## src/rtl/hilo_div_commit_pkg.sv

```systemverilog
// Shared definitions for the HI/LO commit stage: function codes, FSM states, register selects.
package hilo_div_commit_pkg;

    localparam logic [4:0] FS_MULT = 5'h1E;
    localparam logic [4:0] FS_DIV  = 5'h1F;

    // mt_sel / mf_req register select
    localparam logic SEL_LO = 1'b0;
    localparam logic SEL_HI = 1'b1;

    typedef enum logic {
        StIdle,
        StBusy
    } state_e;

    function automatic int unsigned max_lat(input int unsigned a, input int unsigned b);
        return (a > b) ? a : b;
    endfunction

endpackage

```

## src/rtl/hilo_div_commit_lat_counter.sv

```systemverilog
// Down-counter timing the pending result; loads LAT-1 at issue and flags zero on the commit cycle.
module hilo_div_commit_lat_counter
    import hilo_div_commit_pkg::*;
#(
    parameter int unsigned Width = 5
) (
    input  logic             clk_i,
    input  logic             reset_i,
    input  logic             load_i,
    input  logic [Width-1:0] load_val_i,
    input  logic             dec_i,
    output logic             zero_o
);

    logic [Width-1:0] cnt_q;

    // Load has priority over decrement; the count parks at zero.
    always_ff @(posedge clk_i) begin
        if (reset_i) begin
            cnt_q <= '0;
        end else if (load_i) begin
            cnt_q <= load_val_i;
        end else if (dec_i && (cnt_q != '0)) begin
            cnt_q <= cnt_q - Width'(1);
        end
    end

    assign zero_o = (cnt_q == '0);

endmodule

```

## src/rtl/hilo_div_commit.sv

```systemverilog
// HI/LO commit stage: holds a MULT/DIV result pending for the unit latency, then commits it;
// serves MFHI/MFLO with stall and commit-cycle bypass, and accepts MTHI/MTLO writes.
module hilo_div_commit
    import hilo_div_commit_pkg::*;
#(
    parameter int unsigned DW      = 32,
    parameter int unsigned DIV_LAT = 32,
    parameter int unsigned MUL_LAT = 4
) (
    input  logic          clk,
    input  logic          reset,
    input  logic          start,
    input  logic [4:0]    FS,
    input  logic [DW-1:0] T,
    input  logic [DW-1:0] y_hi_in,
    input  logic [DW-1:0] y_lo_in,
    input  logic          n_in,
    input  logic          z_in,
    input  logic          mt_we,
    input  logic          mt_sel,
    input  logic [DW-1:0] mt_data,
    input  logic          mf_req,
    output logic [DW-1:0] mf_data,
    output logic [DW-1:0] hi,
    output logic [DW-1:0] lo,
    output logic          N,
    output logic          Z,
    output logic          busy,
    output logic          stall,
    output logic          dz_err,
    output logic          issue_err
);

    localparam int unsigned CW = $clog2(max_lat(DIV_LAT, MUL_LAT));
    localparam logic [CW-1:0] DivLoad = CW'(DIV_LAT - 1);
    localparam logic [CW-1:0] MulLoad = CW'(MUL_LAT - 1);

    state_e        state_q, state_d;
    logic [DW-1:0] hi_q, hi_d, lo_q, lo_d;
    logic [DW-1:0] p_hi_q, p_hi_d, p_lo_q, p_lo_d;
    logic          n_q, n_d, z_q, z_d, p_n_q, p_n_d, p_z_q, p_z_d;
    logic          dz_q, dz_d, ie_q, ie_d;
    logic          cnt_load, cnt_zero, commit;
    logic [CW-1:0] cnt_load_val;
    logic          is_mult, is_div, t_zero;

    assign is_mult = start && (FS == FS_MULT);
    assign is_div  = start && (FS == FS_DIV);
    assign t_zero  = (T == '0);
    assign commit  = (state_q == StBusy) && cnt_zero;

    hilo_div_commit_lat_counter #(
        .Width(CW)
    ) u_lat_counter (
        .clk_i     (clk),
        .reset_i   (reset),
        .load_i    (cnt_load),
        .load_val_i(cnt_load_val),
        .dec_i     (state_q == StBusy),
        .zero_o    (cnt_zero)
    );

    // Next-state: issue, commit, MT write (aborts a pending op), error pulses.
    always_comb begin
        state_d      = state_q;
        hi_d         = hi_q;
        lo_d         = lo_q;
        n_d          = n_q;
        z_d          = z_q;
        p_hi_d       = p_hi_q;
        p_lo_d       = p_lo_q;
        p_n_d        = p_n_q;
        p_z_d        = p_z_q;
        dz_d         = 1'b0;
        ie_d         = 1'b0;
        cnt_load     = 1'b0;
        cnt_load_val = '0;
        case (state_q)
            StIdle: begin
                // A valid start takes priority and drops a same-cycle MT write.
                if (is_mult || (is_div && !t_zero)) begin
                    state_d      = StBusy;
                    cnt_load     = 1'b1;
                    cnt_load_val = is_div ? DivLoad : MulLoad;
                    p_hi_d       = y_hi_in;
                    p_lo_d       = y_lo_in;
                    p_n_d        = n_in;
                    p_z_d        = z_in;
                end else if (is_div) begin
                    dz_d = 1'b1;
                end else if (mt_we) begin
                    if (mt_sel == SEL_HI) hi_d = mt_data;
                    else                  lo_d = mt_data;
                end
            end
            StBusy: begin
                ie_d = is_mult || is_div;
                if (mt_we) begin
                    state_d = StIdle;
                    if (mt_sel == SEL_HI) hi_d = mt_data;
                    else                  lo_d = mt_data;
                end else if (cnt_zero) begin
                    state_d = StIdle;
                    hi_d    = p_hi_q;
                    lo_d    = p_lo_q;
                    n_d     = p_n_q;
                    z_d     = p_z_q;
                end
            end
            default: state_d = StIdle;
        endcase
    end

    // State and architectural registers; reset discards any pending result.
    always_ff @(posedge clk) begin
        if (reset) begin
            state_q <= StIdle;
            hi_q    <= '0;
            lo_q    <= '0;
            n_q     <= 1'b0;
            z_q     <= 1'b1;
            p_hi_q  <= '0;
            p_lo_q  <= '0;
            p_n_q   <= 1'b0;
            p_z_q   <= 1'b0;
            dz_q    <= 1'b0;
            ie_q    <= 1'b0;
        end else begin
            state_q <= state_d;
            hi_q    <= hi_d;
            lo_q    <= lo_d;
            n_q     <= n_d;
            z_q     <= z_d;
            p_hi_q  <= p_hi_d;
            p_lo_q  <= p_lo_d;
            p_n_q   <= p_n_d;
            p_z_q   <= p_z_d;
            dz_q    <= dz_d;
            ie_q    <= ie_d;
        end
    end

    // MF read mux; in the commit cycle the pending value is forwarded.
    always_comb begin
        if (commit) mf_data = (mt_sel == SEL_HI) ? p_hi_q : p_lo_q;
        else        mf_data = (mt_sel == SEL_HI) ? hi_q : lo_q;
    end

    assign hi        = hi_q;
    assign lo        = lo_q;
    assign N         = n_q;
    assign Z         = z_q;
    assign busy      = (state_q == StBusy);
    assign stall     = mf_req && busy && !commit;
    assign dz_err    = dz_q;
    assign issue_err = ie_q;

endmodule

```

## config.mk

```make
export PLATFORM = sky130hd
export DESIGN_NAME = hilo_div_commit
export DESIGN_NICKNAME = d
export VERILOG_FILES = /design/src/rtl/hilo_div_commit_pkg.sv /design/src/rtl/hilo_div_commit_lat_counter.sv /design/src/rtl/hilo_div_commit.sv
export SDC_FILE = /design/constraint.sdc
export NUM_CORES = 1
export LEC_CHECK = 0
export ABC_AREA = 0
export BUFFER_PORTS_ARGS = -buffer_cell sky130_fd_sc_hd__buf_2
export CAP_MARGIN = 20
export CORE_MARGIN = 3
export CORE_UTILIZATION = 48
export CTS_CLUSTER_DIAMETER = 120
export DETAILED_ROUTE_END_ITERATION = 6
export PLACE_DENSITY_LB_ADDON = 0.3
export SLEW_MARGIN = 40
export SYNTH_ARGS = -nofsm -noshare
export SYNTH_HDL_FRONTEND = slang
export SYNTH_SLANG_ARGS = --single-unit
```

## constraint.sdc

```tcl
create_clock -name clk -period 1.9 [get_ports clk]
set_input_delay 0.19 -clock clk [delete_from_list [all_inputs] [get_ports clk]]
set_output_delay 0.19 -clock clk [all_outputs]
set_load 0.03 [all_outputs]
```

==> results of run 1 <==
## metal layers
metal	GRT usage	share of wire	vias to the layer above
met1	0.4049	0.41	4263
li1	-	-	3983
met2	0.4470	0.46	473
met5	0	0.0011	-
met3	0.06741	0.094	79
met4	0.1015	0.030	4
## repair_timing
action / in CTS / in global routing
gates cloned: 5 / 1
setup buffers: 5 / 9
pin swaps: 47 / 20
endpoints found under the setup margin: 51 / 97
resized for setup: 77 / 22
## sequential cells by signal, summed over array words and instances (netlist names)
register,cells
Z,1
p_lo_q,32
dz_err,1
hi,32
p_n_q,1
p_hi_q,32
u_lat_counter.cnt_q,5
busy,1
issue_err,1
p_z_q,1
N,1
lo,32
## through the flow
stage                     power [W]  setup TNS (ps)  cells  worst slack (ps)
after floorplan            0.004222               0    932            0.4635
after global placement     0.004760               0   1336             7.676
after detailed placement   0.004783          -108.7   1336            -42.91
after CTS                  0.008628          -31690   1378            -465.7
after global routing       0.008918          -37870   1383            -521.0
final                      0.008665          -30060   1383            -446.3
## cells by family (layout without fill, tap and decap cells)
kind of cell | count (synthesis) | count (layout) | synth area share
compound gates | 275 | 275 | 0.2788
simple gates | 236 | 236 | 0.1544
xor+xnor | 2 | 2 | 0.001993
fa+ha+maj | 2 | 2 | 0.002846
mux | 100 | 100 | 0.1594
flops | 140 | 140 | 0.3188
buf+inv | 177 | 403 | 0.08369
## cell type report
| cell class | instances | area, µm² | share of cell area |
|---|---|---|---|
| Clock buffer | 21 | 460.4 | 0.03925 |
| Sequential cell | 140 | 2805 | 0.2391 |
| Tap cell | 225 | 281.5 | 0.02400 |
| Timing Repair Buffer | 301 | 2338 | 0.1994 |
| Multi-Input combinational cell | 615 | 5393 | 0.4597 |
| Clock inverter | 11 | 188.9 | 0.01611 |
| Inverter | 70 | 262.8 | 0.02240 |
## synthesized netlist by cell type, drive strengths merged (32+ instances only)
cell type  instances
a221oi            64
clkbuf            76
dfxtp            140
inv               70
mux2i             68
mux4              32
nand2             73
nand3b            32
nor2b             67
o211ai            67
o21ai             68
o221ai            66
or3               33
## final timing paths
check / end / slack, ps / depth (start not counted)
setup / recovery: mf_data[1] / -450 / 7
hold / removal: p_lo_q[19]$_SDFFE_PP0P_ / 20 / 3
setup reg to reg: lo[15]$_SDFFE_PP0P_ / -370 / 10
hold reg to reg: Z$_SDFFE_PP1P_ / 470 / 1
## power by group through the flow
| stage | clock, W | combinational (W) | sequential (W) |
|---|---|---|---|
| final | 0.00373 | 0.00175 | 0.00319 |
| after global routing | 0.00387 | 0.00185 | 0.00320 |
| after CTS | 0.00374 | 0.00170 | 0.00318 |
| after detailed placement | 0 | 0.00153 | 0.00325 |
| after global placement | 0 | 0.00152 | 0.00324 |
| after floorplan | 0 | 0.000818 | 0.00340 |
## layout by cell type (no fill, tap or decap), drive strengths merged, types with 3 or more instances in the layout
cell type,Yosys,layout
nand3b,32,32
nor4,8,8
o211ai,67,67
mux4,32,32
nand2,73,73
bufinv,0,5
buf,31,299
a21oi,5,5
dfxtp,140,140
nor2,5,5
o21ai,68,68
clkinv,0,3
or3,33,33
nand3,3,3
a221oi,64,64
inv,70,71
o221ai,66,66
nor2b,67,67
mux2i,68,68
clkbuf,76,23
nor3,5,5
## worst max-delay path: stages, from the launching register on
cell and delay, ps:
dfxtp_2 320, inv_2 70, ha_4 140, nor4b_4 220, nand2_2 140, buf_12 200, mux4_2 470, buf_6 160
==> metrics.cfg, run 1 <==
[die]
core-area_mm2 = 0.01760
io_pins = 243
die_w_um = 141.3
die_area_mm2 = 0.01997
initial_utilization = 0.4996
placementRows = 48
chipHeight_um = 141.3

[routing]
drt-pass1-iter-count = 6
ant_nets = 0
via_per_inst = 6.364
wire_per_inst_um = 21.84
vias = 8802
drc = 0
drtIter0Drc = 983
wl_um = 30210

[synthesis]
synth_edf_count = 0
syn_inst = 932
ys_ff_latch = 140
syn_area_per_cell_um2 = 9.432
synthTopCellsByArea = dfxtp_1 32%, a221oi_2 10%, mux4_2 8.2%
ys_seq_area_frac = 0.3188
syn_area_mm2 = 0.008791
synth_ff_type = dfxtp_1
ys_warn_count = 0
synthesis.nets = 1075
yosysTopAreaCell = dfxtp_1
synth_top_area_frac = 0.3188
synth_cell_types = 42
async_flop_share = 0

[placed_design]
dp.final_hpwl_um = 19270
port_buffers = 242
gp_congestion = 0.8532
placed_cell_area_mm2 = 0.01052

[cts]
clk_latency_ps = 430
cts.sinks = 140
cts_root_buf = clkbuf_16
htreeDepth = 4
clock_path_buffers = 2
numCtsBuffers = 17
clkTransAtPathRegs_ps = 70
postCtsHoldBufs = 0
cts_tree = built

[sta]
fin_crit_sh = 1.235
holdWs_ps = 15.84
drv_slew = 0
final-setup-viol-count = 97
finalWorstSetupSlack_ps = -446.3
fmaxAchievable_mhz = 426.2
worst_pin_slew_ps = 921.0
period_needed_ps = 2346
hold_violations = 0
fin_skew_ps = 10.73
relSlewSlack = 0.3860
rsz0062_at_grt = true

[setup_path]
arrival_ps = 2160
cp-start-kind = flop
critPathCaptureType = primary output
worstSetupPathType = flop to primary output
rr_startpoint = u_lat_counter.cnt_q[1]$_SDFFE_PP0P_
startpoint = u_lat_counter.cnt_q[1]$_SDFFE_PP0P_
cp_max_fo = 17
critical_path_required_ps = 1710

[final_layout]
synthToLayoutAreaGrowth_pct = 33.43
antenna_cells = 0
drive_above_1_share = 0.3851
num-nets-final = 1288
fin_util = 0.6666
fill_cells = 1406
stdcell_area_mm2 = 0.01173

[grt]
grt_max_degree = 137
grt_overflow = 0
track_usage = 0.2915
first_global_vias = 8163
grt_pass1_wl_um = 46250
grt_antenna_before_repair = 2

[job]
drv_cap = 0

[power_and_ir_drop]
cellInternalPower_w = 0.006220
total_leakage_power_nw = 4.346
pwr-share-seq = 0.368
peakVddDrop_v = 0.0007486
pwr-share-comb = 0.202
p_sw_w = 0.002444
p_per_area_mw_per_mm2 = 738.7
switching_share = 0.2821
pwr-share-clk = 0.431

[run_status]
violations = setup timing
status = finished, violations left

[worst_hold_path]
hp-start = y_lo_in[19]
min_path_type = input pin to flop

No activity file was read; power rests on OpenSTA's default activity.
==> inputs of run 2 (changes only) <==
--- a/config.mk
+++ b/config.mk
@@ -9,7 +9,7 @@
 export BUFFER_PORTS_ARGS = -buffer_cell sky130_fd_sc_hd__buf_2
 export CAP_MARGIN = 20
 export CORE_MARGIN = 3
-export CORE_UTILIZATION = 48
+export CORE_UTILIZATION = 51
 export CTS_CLUSTER_DIAMETER = 120
 export DETAILED_ROUTE_END_ITERATION = 6
 export PLACE_DENSITY_LB_ADDON = 0.3
==> constraint.sdc (replaced) <==
create_clock -name clk -period 2.6 [get_ports clk]
set_input_delay 0.26 -clock clk [delete_from_list [all_inputs] [get_ports clk]]
set_output_delay 0.26 -clock clk [all_outputs]
set_load 0.03 [all_outputs]
==> metrics.cfg, run 2 (synthesized netlist as in run 1, its figures left out) <==
[run_status]
status = finished, final reports clean  ; was finished, violations left

[power_and_ir_drop]
p_per_area_mw_per_mm2 = 543.6  ; was 738.7 mW/mm²
total_leakage_power_nw = 4.047  ; was 4.346 nW
peakVddDrop_v = 0.0004488  ; was 0.0007486 V

[placed_design]
port_buffers = 242  ; unchanged
gp_congestion = 0.8168  ; was 0.8532
dp.final_hpwl_um = 17730  ; was 19,270 µm
placed_cells = 1315  ; was 1,336
placed_cell_area_mm2 = 0.01017  ; was 0.01052 mm²

[cts]
clkTransAtPathRegs_ps = 60  ; was 70 ps
clock_path_buffers = 2  ; unchanged
cts.sinks = 140  ; unchanged
cts_tree = built  ; unchanged
clk_latency_ps = 430  ; about the same
cts_root_buf = clkbuf_16  ; unchanged
htreeDepth = 4  ; unchanged
postCtsHoldBufs = 0  ; unchanged
numCtsBuffers = 17  ; unchanged

[final_layout]
stdcell_area_mm2 = 0.01094  ; was 0.01173 mm²
layout_commonest_cell = buf_2  ; unchanged
drive_above_1_share = 0.3666  ; was 0.3851
synthToLayoutAreaGrowth_pct = 24.45  ; was 33.43%
multi_input_area_mm2 = 0.005300  ; was 0.005393 mm²
antenna_cells = 0  ; unchanged
fin_util = 0.6551  ; was 0.6666
final_cell_mix = 230 x buf_2, 139 x dfxtp_1, 72 x nand2_1  ; was 207 x buf_2, 138 x dfxtp_1, 72 x nand2_1
seqCellArea_mm2 = 0.002804  ; was 0.002805 mm²
num-nets-final = 1264  ; was 1,288
final_cells = 1352  ; was 1,383
fill_cells = 1406  ; unchanged

[grt]
met2_usage = 0.4431  ; was 0.4470
grt_overflow = 0  ; unchanged
first_global_vias = 7603  ; was 8,163
grt_use_met3 = 0.06099  ; was 0.06741
grt_busiest_layer = met2  ; unchanged
track_usage = 0.2793  ; was 0.2915
grt_max_degree = 137  ; unchanged
grt_pass1_wl_um = 41570  ; was 46,250 µm
grt_antenna_before_repair = 1  ; was 2
grt_util_met1 = 0.3877  ; was 0.4049

[die]
die_area_mm2 = 0.01885  ; was 0.01997 mm²
io_pins = 243  ; unchanged
initial_utilization = 0.5264  ; was 0.4996
placementRows = 47  ; was 48
die_w_um = 137.3  ; was 141.3 µm
core-area_mm2 = 0.01670  ; was 0.01760 mm²
chipHeight_um = 137.3  ; was 141.3 µm

[setup_path]
critPathCaptureType = primary output  ; unchanged
cp-start-kind = flop  ; unchanged
r2r_slack_ps = 520  ; was -370 ps
critical_path_required_ps = 2340  ; was 1710 ps
cp_max_fo = 10  ; was 17
arrival_ps = 2280  ; was 2160 ps
worstSetupPathType = flop to primary output  ; unchanged

[routing]
drtIter0Drc = 872  ; was 983
drc = 0  ; unchanged
drt-pass1-iter-count = 7  ; was 6
vias = 8506  ; was 8,802
ant_nets = 0  ; unchanged
via_per_inst = 6.291  ; was 6.364
wl_um = 27570  ; was 30,210 µm
wire_per_inst_um = 20.39  ; was 21.84 µm

[sta]
drv_slew = 0  ; unchanged
fin_crit_sh = 0.9774
hold_violations = 0  ; unchanged
worst_pin_slew_ps = 790.0  ; was 921.0 ps
relSlewSlack = 0.4734  ; was 0.3860
final-setup-viol-count = 0  ; was 97
fin_skew_ps = 10.60  ; was 10.73 ps
fmaxAchievable_mhz = 393.5
period_needed_ps = 2541
holdWs_ps = 89.76  ; was 15.84 ps

[worst_hold_path]
min_path_type = input pin to flop  ; unchanged

[job]
drv_cap = 0  ; unchanged

## run 2: cell types whose count changed in the layout (fill, tap and decap cells not counted), moves of 2 or more
cell	previous run	this run
a221oi_1	0	4
a221oi_2	58	60
a221oi_4	6	0
buf_12	31	10
buf_2	207	230
buf_4	20	28
buf_6	39	5
bufinv_16	5	3
clkinv_4	0	2
## run 2: critical path: stages, from the launching register on
cell and delay, ps:
dfxtp_2 340, inv_2 80, ha_4 130, nor4b_4 220, nand2_2 130, buf_4 180
clkbuf_16 180, mux4_2 420, buf_4 180
## run 2: final cells by class
class                   count  share of cell area
clock buffers              20             0.04174
clock inverters            10             0.01292
inverters                  70             0.02402
multi-input cells         615              0.4844
flip-flops and latches    140              0.2563
well taps                 220             0.02516
repair buffers            277              0.1554
## run 2: path summary, 6_finish.rpt
check	cells after the start	from	to
min reg2reg	1	Z$_SDFFE_PP1P_	Z$_SDFFE_PP1P_
max	8	u_lat_counter.cnt_q[0]$_SDFFE_PP0P_	mf_data[16]
max reg2reg	10	u_lat_counter.cnt_q[0]$_SDFFE_PP0P_	hi[23]$_SDFFE_PP0P_
min	3	y_hi_in[28]	p_hi_q[28]$_SDFFE_PP0P_
## run 2: routing by layer
layer	vias up	part of all wire
met4	2	0.015
met3	37	0.084
li1	3929	-
met2	391	0.48
met1	4147	0.42
met5	-	0.00040
## run 2: report_power, final
part	switching [W]	internal, W	total [W]
logic	0.000669	0.000446	0.00112
registers	0.0000800	0.00224	0.00232
clock network	0.000959	0.00155	0.00251
## run 2: timing repair
item	in CTS	in global routing
gates resized for setup	3	30
pin swaps	0	1
cloned	0	1
buffers inserted	0	4
setup endpoints to repair	11	27
## run 2: stage by stage
stage | TNS, ps | power, W | setup slack [ps]
6_report | 0 | 0.005947 | 58.81
5_1_grt | -12.46 | 0.006130 | -5.756
4_1_cts | 0 | 0.005934 | 38.93
3_5_place_dp | 0 | 0.003451 | 336.3
3_3_place_gp | 0 | 0.003434 | 398.5
2_1_floorplan | 0 | 0.003083 | 503.2
